## src/rtl/exec_sequencer_pkg.sv

```systemverilog
// Shared definitions for the execution sequencer: state encoding, fault codes,
// the RD opcode and a helper that clamps wait-state parameters to the counter range.
package exec_sequencer_pkg;

  typedef enum logic [2:0] {
    ST_FETCH = 3'd0,
    ST_EXEC  = 3'd1,
    ST_MEM   = 3'd2,
    ST_HALT  = 3'd3,
    ST_FAULT = 3'd4
  } state_t;

  localparam logic [1:0] FLT_NONE = 2'b00;
  localparam logic [1:0] FLT_OVF  = 2'b01;
  localparam logic [1:0] FLT_UNF  = 2'b10;

  localparam logic [7:0] OPC_RD = 8'h13;

  // Wait counts live in a 3-bit counter; anything outside 1..7 is pinned to the edge.
  function automatic logic [2:0] wait_cfg(input int unsigned cycles);
    if (cycles < 1) return 3'd1;
    if (cycles > 7) return 3'd7;
    return cycles[2:0];
  endfunction

endpackage

```

## src/rtl/exec_sequencer_wait_counter.sv

```systemverilog
// Loadable 3-bit down-counter used for both ROM fetch and RAM read wait states.
// 'last' flags the cycle on which the count steps to zero.
module exec_sequencer_wait_counter #(
  parameter logic [2:0] RST_VAL = 3'd1
) (
  input  logic       clk,
  input  logic       rst_n,
  input  logic       load,
  input  logic [2:0] load_val,
  input  logic       dec,
  output logic       zero,
  output logic       last
);

  logic [2:0] count;

  always_ff @(posedge clk or negedge rst_n) begin
    if (!rst_n) begin
      count <= RST_VAL;
    end else if (load) begin
      count <= load_val;
    end else if (dec && (count != 3'd0)) begin
      count <= count - 3'd1;
    end
  end

  assign zero = (count == 3'd0);
  assign last = (count == 3'd1);

endmodule

```

## src/rtl/exec_sequencer.sv

```systemverilog
// Multi-cycle control FSM that turns decoder requests into one-cycle commit strobes,
// inserts ROM/RAM wait states, traps stack faults and handles halt.
// Optional single-step support: define EXEC_SEQ_SINGLE_STEP_EN.
module exec_sequencer
  import exec_sequencer_pkg::*;
#(
  parameter int unsigned ROM_WAIT    = 1,
  parameter int unsigned RAM_RD_WAIT = 1,
  parameter logic [7:0]  OP_RD       = OPC_RD
) (
  input  logic       clk,
  input  logic       rst_n,
  input  logic [7:0] instr,
  input  logic       dec_reg_w_en,
  input  logic       dec_flags_w_en,
  input  logic       dec_push_en,
  input  logic       dec_pop_en,
  input  logic       dec_ram_w_en,
  input  logic       dec_jump_en,
  input  logic       stack_full,
  input  logic       stack_empty,
  input  logic       halt_req,
`ifdef EXEC_SEQ_SINGLE_STEP_EN
  input  logic       step,
`endif
  output logic       reg_w_en,
  output logic       flags_w_en,
  output logic       push_en,
  output logic       pop_en,
  output logic       ram_w_en,
  output logic       pc_load,
  output logic       pc_inc,
  output logic       halted,
  output logic       fault,
  output logic [1:0] fault_code
);

  localparam logic [2:0] ROM_W = wait_cfg(ROM_WAIT);
  localparam logic [2:0] RAM_W = wait_cfg(RAM_RD_WAIT);

  state_t     state, state_n;
  logic       cnt_load, cnt_dec, cnt_zero, cnt_last;
  logic [2:0] cnt_load_val;
  logic       flt_set;
  logic [1:0] flt_code_n;
  logic       stop_at_boundary;
  logic       resume;

  exec_sequencer_wait_counter #(.RST_VAL(ROM_W)) u_wait (
    .clk      (clk),
    .rst_n    (rst_n),
    .load     (cnt_load),
    .load_val (cnt_load_val),
    .dec      (cnt_dec),
    .zero     (cnt_zero),
    .last     (cnt_last)
  );

`ifdef EXEC_SEQ_SINGLE_STEP_EN
  logic step_q;
  logic step_mode;
  logic step_rise;

  assign step_rise = step & ~step_q;

  // step_mode is re-decided on every HALT cycle, so it covers exactly one instruction.
  always_ff @(posedge clk or negedge rst_n) begin
    if (!rst_n) begin
      step_q    <= 1'b0;
      step_mode <= 1'b0;
    end else begin
      step_q <= step;
      if (state == ST_HALT) step_mode <= step_rise;
    end
  end

  assign stop_at_boundary = halt_req | step_mode;
  assign resume           = step_rise | ~halt_req;
`else
  assign stop_at_boundary = halt_req;
  assign resume           = ~halt_req;
`endif

  always_ff @(posedge clk or negedge rst_n) begin
    if (!rst_n) begin
      state      <= ST_FETCH;
      fault_code <= FLT_NONE;
    end else begin
      state <= state_n;
      if (flt_set) fault_code <= flt_code_n;
    end
  end

  always_comb begin
    state_n      = state;
    cnt_load     = 1'b0;
    cnt_load_val = ROM_W;
    cnt_dec      = 1'b0;
    flt_set      = 1'b0;
    flt_code_n   = FLT_NONE;
    reg_w_en     = 1'b0;
    flags_w_en   = 1'b0;
    push_en      = 1'b0;
    pop_en       = 1'b0;
    ram_w_en     = 1'b0;
    pc_load      = 1'b0;
    pc_inc       = 1'b0;

    case (state)
      ST_FETCH: begin
        cnt_dec = 1'b1;
        if (cnt_last || cnt_zero) state_n = ST_EXEC;
      end

      ST_EXEC: begin
        // Overflow is checked first so it wins when both stack faults coincide.
        if (dec_push_en && stack_full) begin
          flt_set    = 1'b1;
          flt_code_n = FLT_OVF;
          state_n    = ST_FAULT;
        end else if (dec_pop_en && stack_empty) begin
          flt_set    = 1'b1;
          flt_code_n = FLT_UNF;
          state_n    = ST_FAULT;
        end else if (instr == OP_RD) begin
          cnt_load     = 1'b1;
          cnt_load_val = RAM_W;
          state_n      = ST_MEM;
        end else begin
          reg_w_en   = dec_reg_w_en;
          flags_w_en = dec_flags_w_en;
          push_en    = dec_push_en;
          pop_en     = dec_pop_en;
          ram_w_en   = dec_ram_w_en;
          pc_load    = dec_jump_en;
          pc_inc     = ~dec_jump_en;
          cnt_load   = 1'b1;
          state_n    = stop_at_boundary ? ST_HALT : ST_FETCH;
        end
      end

      ST_MEM: begin
        cnt_dec = 1'b1;
        if (cnt_last || cnt_zero) begin
          reg_w_en = 1'b1;
          pc_inc   = 1'b1;
          cnt_load = 1'b1;
          state_n  = stop_at_boundary ? ST_HALT : ST_FETCH;
        end
      end

      ST_HALT: begin
        cnt_load = 1'b1;
        if (resume) state_n = ST_FETCH;
      end

      ST_FAULT: begin
        state_n = ST_FAULT;
      end

      default: begin
        state_n = ST_FETCH;
      end
    endcase
  end

  assign halted = (state == ST_HALT);
  assign fault  = (state == ST_FAULT);

endmodule

```

## config.mk

```make
export PLATFORM = sky130hd
export DESIGN_NAME = exec_sequencer
export DESIGN_NICKNAME = d
export VERILOG_FILES = /design/src/rtl/exec_sequencer_pkg.sv /design/src/rtl/exec_sequencer_wait_counter.sv /design/src/rtl/exec_sequencer.sv
export SDC_FILE = /design/constraint.sdc
export NUM_CORES = 1
export LEC_CHECK = 0
export CAP_MARGIN = 0
export CORE_UTILIZATION = 39
export DETAILED_ROUTE_END_ITERATION = 6
export PLACE_DENSITY_LB_ADDON = 0.25
export SYNTH_ARGS = -nofsm -noshare
export SYNTH_HDL_FRONTEND = slang
export SYNTH_SLANG_ARGS = --single-unit
export TNS_END_PERCENT = 100
```

## constraint.sdc

```tcl
create_clock -name clk -period 2.2 [get_ports clk]
set_clock_uncertainty 0.2 [all_clocks]
set_input_delay 0.44 -clock clk [delete_from_list [all_inputs] [get_ports clk]]
set_output_delay 0.44 -clock clk [all_outputs]
set_load 0.03 [all_outputs]
```

==> results of run 1 <==
-- worst max-delay path, cell delays in order (launching register included) --
cell and delay [ps]:
sky130_fd_sc_hd__dfrtp_1 380, sky130_fd_sc_hd__or3b_4 420, sky130_fd_sc_hd__a211oi_4 320, sky130_fd_sc_hd__and2_1 200, sky130_fd_sc_hd__buf_6 130
-- cell type report --
cell class / count / area, um^2
inverters: 6 / 22.52
well taps: 16 / 20.02
multi-input cells: 49 / 419.2
repair buffers: 48 / 436.7
flip-flops and latches: 8 / 201.4
fillers: 104 / 380.4
clock buffers: 4 / 26.28
-- registers in the layout, indices dropped and copies added, names as in the netlist --
register and cells:
fault_code 2, state 3, u_wait.count 3
-- logic make-up (layout without fill, tap and decap cells) --
| group | Yosys count | in the layout | synth area share (%) |
|---|---|---|---|
| buffers and inverters | 8 | 58 | 4.939 |
| adder cells (fa/ha/maj) | 3 | 3 | 5.929 |
| flip-flops | 8 | 8 | 31.82 |
| AND/OR/NAND/NOR | 26 | 26 | 28.06 |
| AO/OA/AOI/OAI | 20 | 20 | 29.25 |
-- timing repair --
| item | in CTS | in global routing |
|---|---|---|
| gates cloned | 0 | 0 |
| buffers inserted | 4 | 5 |
| setup endpoints to repair | 9 | 7 |
| gates resized for setup | 20 | 7 |
| pin swaps | 10 | 9 |
-- path summary, 6_finish.rpt --
kind | start | to
worst max-delay path | state[2]$_DFFE_PN0P_ | ram_w_en
worst min-delay path | rst_n | fault_code[1]$_DFFE_PN0P_
worst max register to register | u_wait.count[0]$_DFFE_PN1P_ | u_wait.count[1]$_DFFE_PN0P_
worst min register to register | fault_code[0]$_DFFE_PN0P_ | fault_code[0]$_DFFE_PN0P_
max in group asynchronous | rst_n | u_wait.count[0]$_DFFE_PN1P_
min in group clk | fault_code[0]$_DFFE_PN0P_ | fault_code[0]$_DFFE_PN0P_
-- Yosys cell counts, types with 2 or more instances --
| cell | number |
|---|---|
| sky130_fd_sc_hd__nand2_1 | 2 |
| sky130_fd_sc_hd__dfrtp_1 | 7 |
| sky130_fd_sc_hd__nand2b_1 | 3 |
| sky130_fd_sc_hd__ha_1 | 3 |
| sky130_fd_sc_hd__nor2_1 | 4 |
| sky130_fd_sc_hd__or4_1 | 2 |
| sky130_fd_sc_hd__and2_1 | 6 |
| sky130_fd_sc_hd__o31ai_1 | 2 |
| sky130_fd_sc_hd__a21o_1 | 3 |
| sky130_fd_sc_hd__inv_1 | 6 |
-- per-stage QoR --
stage	utilization [%]	setup TNS, ps	total power, mW	hold slack [ps]
2_1_floorplan	-	0	0.8293	-55.59
3_3_place_gp	65.86	-1826	1.103	282.4
3_5_place_dp	65.86	-1958	1.117	285.4
4_1_cts	71.18	-1154	1.293	246.7
5_1_grt	74.75	-1506	1.461	278.2
6_report	74.75	-907.9	1.365	248.4
-- layer usage --
| metal | up-vias | global-route usage, % |
|---|---|---|
| met1 | 303 | 26.92 |
| met4 | 0 | 7.500 |
| li1 | 347 | - |
| met3 | 2 | 1.724 |
| met2 | 18 | 32.31 |
| met5 | - | 0 |
-- power by group through the flow --
stage / sequential, mW / clock (mW) / combinational, mW
2_1_floorplan: 0.307 / 0 / 0.522
3_3_place_gp: 0.278 / 0 / 0.825
3_5_place_dp: 0.281 / 0 / 0.836
4_1_cts: 0.276 / 0.119 / 0.898
5_1_grt: 0.279 / 0.121 / 1.06
6_report: 0.273 / 0.113 / 0.980
==> results.md, run 1 <==
### Outcome
- **outcome** finished, violations left
- **violated checks** setup timing

### Drt
- **routed vias/inst** 5.115
- **total wire length** 1696 um
- **wl on met1** 780 um
- **Detail Route met2 WL** 829 um
- **number of DRC violations after detailed-routing iteration 0** 11
- **remaining antenna violation count after routing** 0
- **DR WL met3** 67 um
- **iteration count of the initial detailed-routing pass** 6
- **Top Metal Used** met4
- **WL/cell** 12.95 um
- **drt drc** 0
- **via total after detailed routing** 670

### Power and ir drop
- **part of the power in registers** 20.0%
- **clock network fraction of total power** 8.2%
- **static leakage** 0.5837 nW
- **Power Density** 1213 mW/mm^2
- **Comb pwr share** 71.8%
- **worst ir drop on vdd** 835.0 uV
- **switching part of the total** 41.27%
- **Power Internal** 0.8019 mW
- **sw power** 0.5635 mW

### Timing
- **worst-case setup margin in the final layout** -137.8 ps
- **total count of hold-check failures in the final report** 0
- **Slew Limit Headroom** 76.12%
- **Final Max Tran Viols** 0
- **maximum clock frequency** 427.8 MHz
- **RSZ-0062 raised after global routing** yes
- **total of endpoints with negative setup slack in the final report** 7
- **transition time of the tightest slew-check pin** 356.7 ps
- **final clock period utilization by the worst path** 106.3%
- **minimum clock period** 2338 ps

### Synthesis
- **most area-consuming cells after synthesis** sky130_fd_sc_hd__dfrtp_1, sky130_fd_sc_hd__and2_1, sky130_fd_sc_hd__ha_1
- **number of enable-type register cells in the synthesized netlist** 0
- **main flop type after synthesis** sky130_fd_sc_hd__dfrtp_1
- **top cell type's share of synthesized area** 27.67%
- **instance count of the mapped netlist** 65
- **Post-Synthesis Cell Area** 633.1 um^2
- **syn_nets** 87
- **sequential element share of the synthesized area** 31.82%
- **fraction of registers with async set or reset after synthesis** 100.0%
- **YS warnings** 0
- **cell taking the most area after synthesis** sky130_fd_sc_hd__dfrtp_1
- **mean instance size in the synthesized netlist** 9.740 um^2
- **number of storage elements in the synthesis netlist** 8
- **number of distinct standard cells referenced by the synthesized netlist** 37

### Floorplanning
- **Die Y-Extent** 42.29 um
- **Starting Density** 42.03%
- **total die area** 0.001788 mm^2
- **Die W** 42.29 um
- **Rows** 14
- **total core area** 0.001506 mm^2
- **Top-Level Pins** 30

### Worst setup path
- **endpoint type of the worst setup path** primary output
- **critical path start-end classification** flop to primary output
- **register-to-register setup slack** 290 ps
- **arrival time of data at the critical path endpoint** 1700 ps
- **startpoint type of the worst setup path** flop
- **maximum fanout encountered on the critical timing path** 8
- **number of cells on the worst reg-to-reg path** 5
- **data required time at the worst endpoint** 1560 ps

### Clocking
- **CTS H-tree depth** 1
- **total CTS buffers** 3
- **clock latency on the worst-skew pair** 250 ps
- **hold bufs inserted after CTS** 0
- **CTS tree** built
- **deepest clock path buffer count** 2
- **Clock Tree Root** sky130_fd_sc_hd__clkbuf_4
- **clock edge transition at the registers on the reported setup and hold paths** 50 ps
- **clock sink count** 8

### Placed design
- **# placed instances** 118
- **Cell Area, Placed** 992.2 um^2
- **worst-case setup slack after placement** -286.7 ps
- **detailed placer's ending HPWL** 1259 um
- **port buffer count** 29
- **last weighted congestion value of the routability-driven placer** 0.8903

### Layout
- **cell area after layout** 0.001126 mm^2
- **net count of the finished layout** 138
- **Area Growth Syn to Fin** 77.87%
- **number of antenna cells inserted** 0
- **fraction of final layout cells with drive strength greater than 1** 35.65%
- **most frequent cells in the layout** sky130_fd_sc_hd__buf_4, sky130_fd_sc_hd__dlygate4sd2_1, sky130_fd_sc_hd__clkdlybuf4s50_1, sky130_fd_sc_hd__dfrtp_1, sky130_fd_sc_hd__buf_6
- **commonest non-fill, non-tap cell in the layout** sky130_fd_sc_hd__buf_4
- **post-route non-filler standard cell count** 131

### Global routing
- **total congestion overflow after global routing** 0
- **first-pass GRT wire length** 2725 um
- **number of antenna violations at the first check in global routing** 0
- **GRT Resource Usage Total** 19.71%
- **largest net degree at the start of global routing** 10
- **number of global-route vias before repair** 634

### Flow run
- **Maximum Capacitance Violations** 0

### Min path
- **type of the tightest min-delay check** input port to async pin

Note: power is estimated with default switching activity, not from simulation.
==> run 2: changes to the inputs <==
Settings changed: GPL_ROUTABILITY_DRIVEN set to 0, GPL_TIMING_DRIVEN set to 0, SLEW_MARGIN set to 20.
==> results.md, run 2 (synthesis results as in run 1) <==
### Timing
- **Final Max Tran Viols** 0
- **minimum clock period** 2346 ps
- **transition time of the tightest slew-check pin** 377.2 ps
- **total of endpoints with negative setup slack in the final report** 7
- **RSZ-0062 raised after global routing** yes
- **final clock period utilization by the worst path** 106.6%
- **maximum clock frequency** 426.3 MHz
- **total count of hold-check failures in the final report** 0
- **hold slack final** 251.9 ps
- **Slew Limit Headroom** 74.75%
- **worst-case setup margin in the final layout** -145.7 ps

### Worst setup path
- **worst stage delay on the critical path** 420 ps
- **endpoint type of the worst setup path** primary output
- **chain of cells forming the critical path** or3b_4 > a211oi_4 > and2_4 > buf_6
- **register-to-register setup slack** 130 ps
- **arrival time of data at the critical path endpoint** 1710 ps
- **data required time at the worst endpoint** 1560 ps
- **slowest cell on the critical path** sky130_fd_sc_hd__or3b_4
- **number of cells on the worst reg-to-reg path** 10
- **startpoint type of the worst setup path** flop
- **RR Endpoint** state[0]$_DFFE_PN0P_
- **critical path start-end classification** flop to primary output
- **maximum fanout encountered on the critical timing path** 8
- **Worst R2R Start** u_wait.count[0]$_DFFE_PN1P_

### Drt
- **WL/cell** 13.63 um
- **number of DRC violations after detailed-routing iteration 0** 7
- **via total after detailed routing** 657
- **remaining antenna violation count after routing** 0
- **total wire length** 1717 um
- **iteration count of the initial detailed-routing pass** 6
- **routed vias/inst** 5.214
- **drt drc** 0

### Clocking
- **CTS tree** built
- **CTS H-tree depth** 1
- **clock edge transition at the registers on the reported setup and hold paths** 50 ps
- **clock sink count** 8
- **clock latency on the worst-skew pair** 250 ps
- **Clock Tree Root** sky130_fd_sc_hd__clkbuf_4
- **total CTS buffers** 3
- **deepest clock path buffer count** 2

### Power and ir drop
- **Power Internal** 0.8555 mW
- **static leakage** 0.5315 nW
- **post-layout power** 1.465 mW
- **worst ir drop on vdd** 867.6 uV
- **clock network fraction of total power** 7.7%
- **Comb pwr share** 73.4%
- **switching part of the total** 41.61%
- **part of the power in registers** 18.9%
- **Power Density** 1307 mW/mm^2
- **sw power** 0.6096 mW

### Floorplanning
- **total core area** 0.001506 mm^2
- **Die Y-Extent** 42.29 um
- **Top-Level Pins** 30
- **Starting Density** 42.03%
- **total die area** 0.001788 mm^2
- **Rows** 14
- **Die W** 42.29 um

### Layout
- **fraction of final layout cells with drive strength greater than 1** 40.00%
- **commonest non-fill, non-tap cell in the layout** sky130_fd_sc_hd__buf_4
- **largest registers** state: 3 flops, u_wait.count: 3 flops, fault_code: 2 flops
- **cell area after layout** 0.001121 mm^2
- **most frequent cells in the layout** sky130_fd_sc_hd__buf_4, sky130_fd_sc_hd__dlygate4sd2_1, sky130_fd_sc_hd__clkdlybuf4s50_1, sky130_fd_sc_hd__buf_6, sky130_fd_sc_hd__dfrtp_1
- **number of antenna cells inserted** 0
- **final core utilization** 74.42%
- **Area Growth Syn to Fin** 77.08%
- **net count of the finished layout** 133

### Placed design
- **port buffer count** 29
- **Cell Area, Placed** 943.4 um^2
- **detailed placer's ending HPWL** 1179 um

### Outcome
- **outcome** finished, violations left
- **violated checks** setup timing

### Global routing
- **total congestion overflow after global routing** 0
- **GRT Resource Usage Total** 21.35%
- **largest net degree at the start of global routing** 11
- **number of antenna violations at the first check in global routing** 0
- **first-pass GRT wire length** 2829 um
- **number of global-route vias before repair** 624

### Flow run
- **Maximum Capacitance Violations** 0

### Min path
- **type of the tightest min-delay check** input port to async pin

==> run 2: cell types whose count changed in the layout (fill, tap and decap cells not counted), sizes merged <==
| cell | previous run | this run |
|---|---|---|
| buf | 26 | 20 |
| clkbuf | 4 | 6 |
| clkdlybuf4s50 | 8 | 9 |
| dlygate4sd2 | 10 | 11 |
| dlymetal6s2s | 3 | 0 |
==> run 2: worst max-delay path by stage <==
stage                                     from  slack, ps  cells after the start         end
final                     state[2]$_DFFE_PN0P_       -150                      4      pop_en
after CTS                 state[2]$_DFFE_PN0P_       -120                      4      pop_en
after detailed placement            dec_pop_en       -830                      5      pop_en
after floorplan           state[1]$_DFFE_PN0P_         80                      3  flags_w_en
after global routing      state[2]$_DFFE_PN0P_       -240                      4      pop_en
after global placement                instr[2]       -810                      5     pc_load
==> run 2: layer usage <==
metal	GRT usage (%)	part of all wire, %	wire (um)
met2	34.15	52	889
met3	3.448	2.9	49
met1	28.37	45	778
met5	0	0	0
met4	9.375	0	0
==> run 2: timing repair <==
item	4_1_cts	5_1_grt
endpoints found under the setup margin	9	10
hold buffers	0	0
gates resized for setup	70	11
pin swaps	11	4
gates cloned	0	0
setup buffers	12	1
endpoints found under the hold margin	0	0
==> run 2: critical path, delay by kind of cell, from the launching register on <==
family	cells	cell delay [ps]
AOI/OAI and AO/OA	1	310
buffers and inverters	1	120
DFF	1	390
and+or+nand+nor	2	640
==> run 2: per-stage QoR <==
stage	worst slack (ps)	cells	setup TNS (ps)
2_1_floorplan	81.64	65	0
3_3_place_gp	-810.8	110	-5662
3_5_place_dp	-829.2	110	-5782
4_1_cts	-124.3	126	-792.8
5_1_grt	-244.3	126	-1631
6_report	-145.7	126	-887.8
==> run 2: final cells by class <==
class	instances	area, um^2
buffer	2	10.01
clock buffer	4	26.28
fill	100	385.4
inverter	6	22.52
multi-input combinational	49	469.2
sequential	8	202.7
tap	16	20.02
timing repair buffer	41	370.4
==> run 2: power by group through the flow <==
stage | Sequential, mW | Combinational [mW] | Clock, mW
global route | 0.285 | 1.16 | 0.127
detailed placement | 0.280 | 0.790 | 0
finish | 0.277 | 1.07 | 0.113
CTS | 0.265 | 0.997 | 0.121
global placement | 0.277 | 0.784 | 0
floorplan | 0.307 | 0.522 | 0
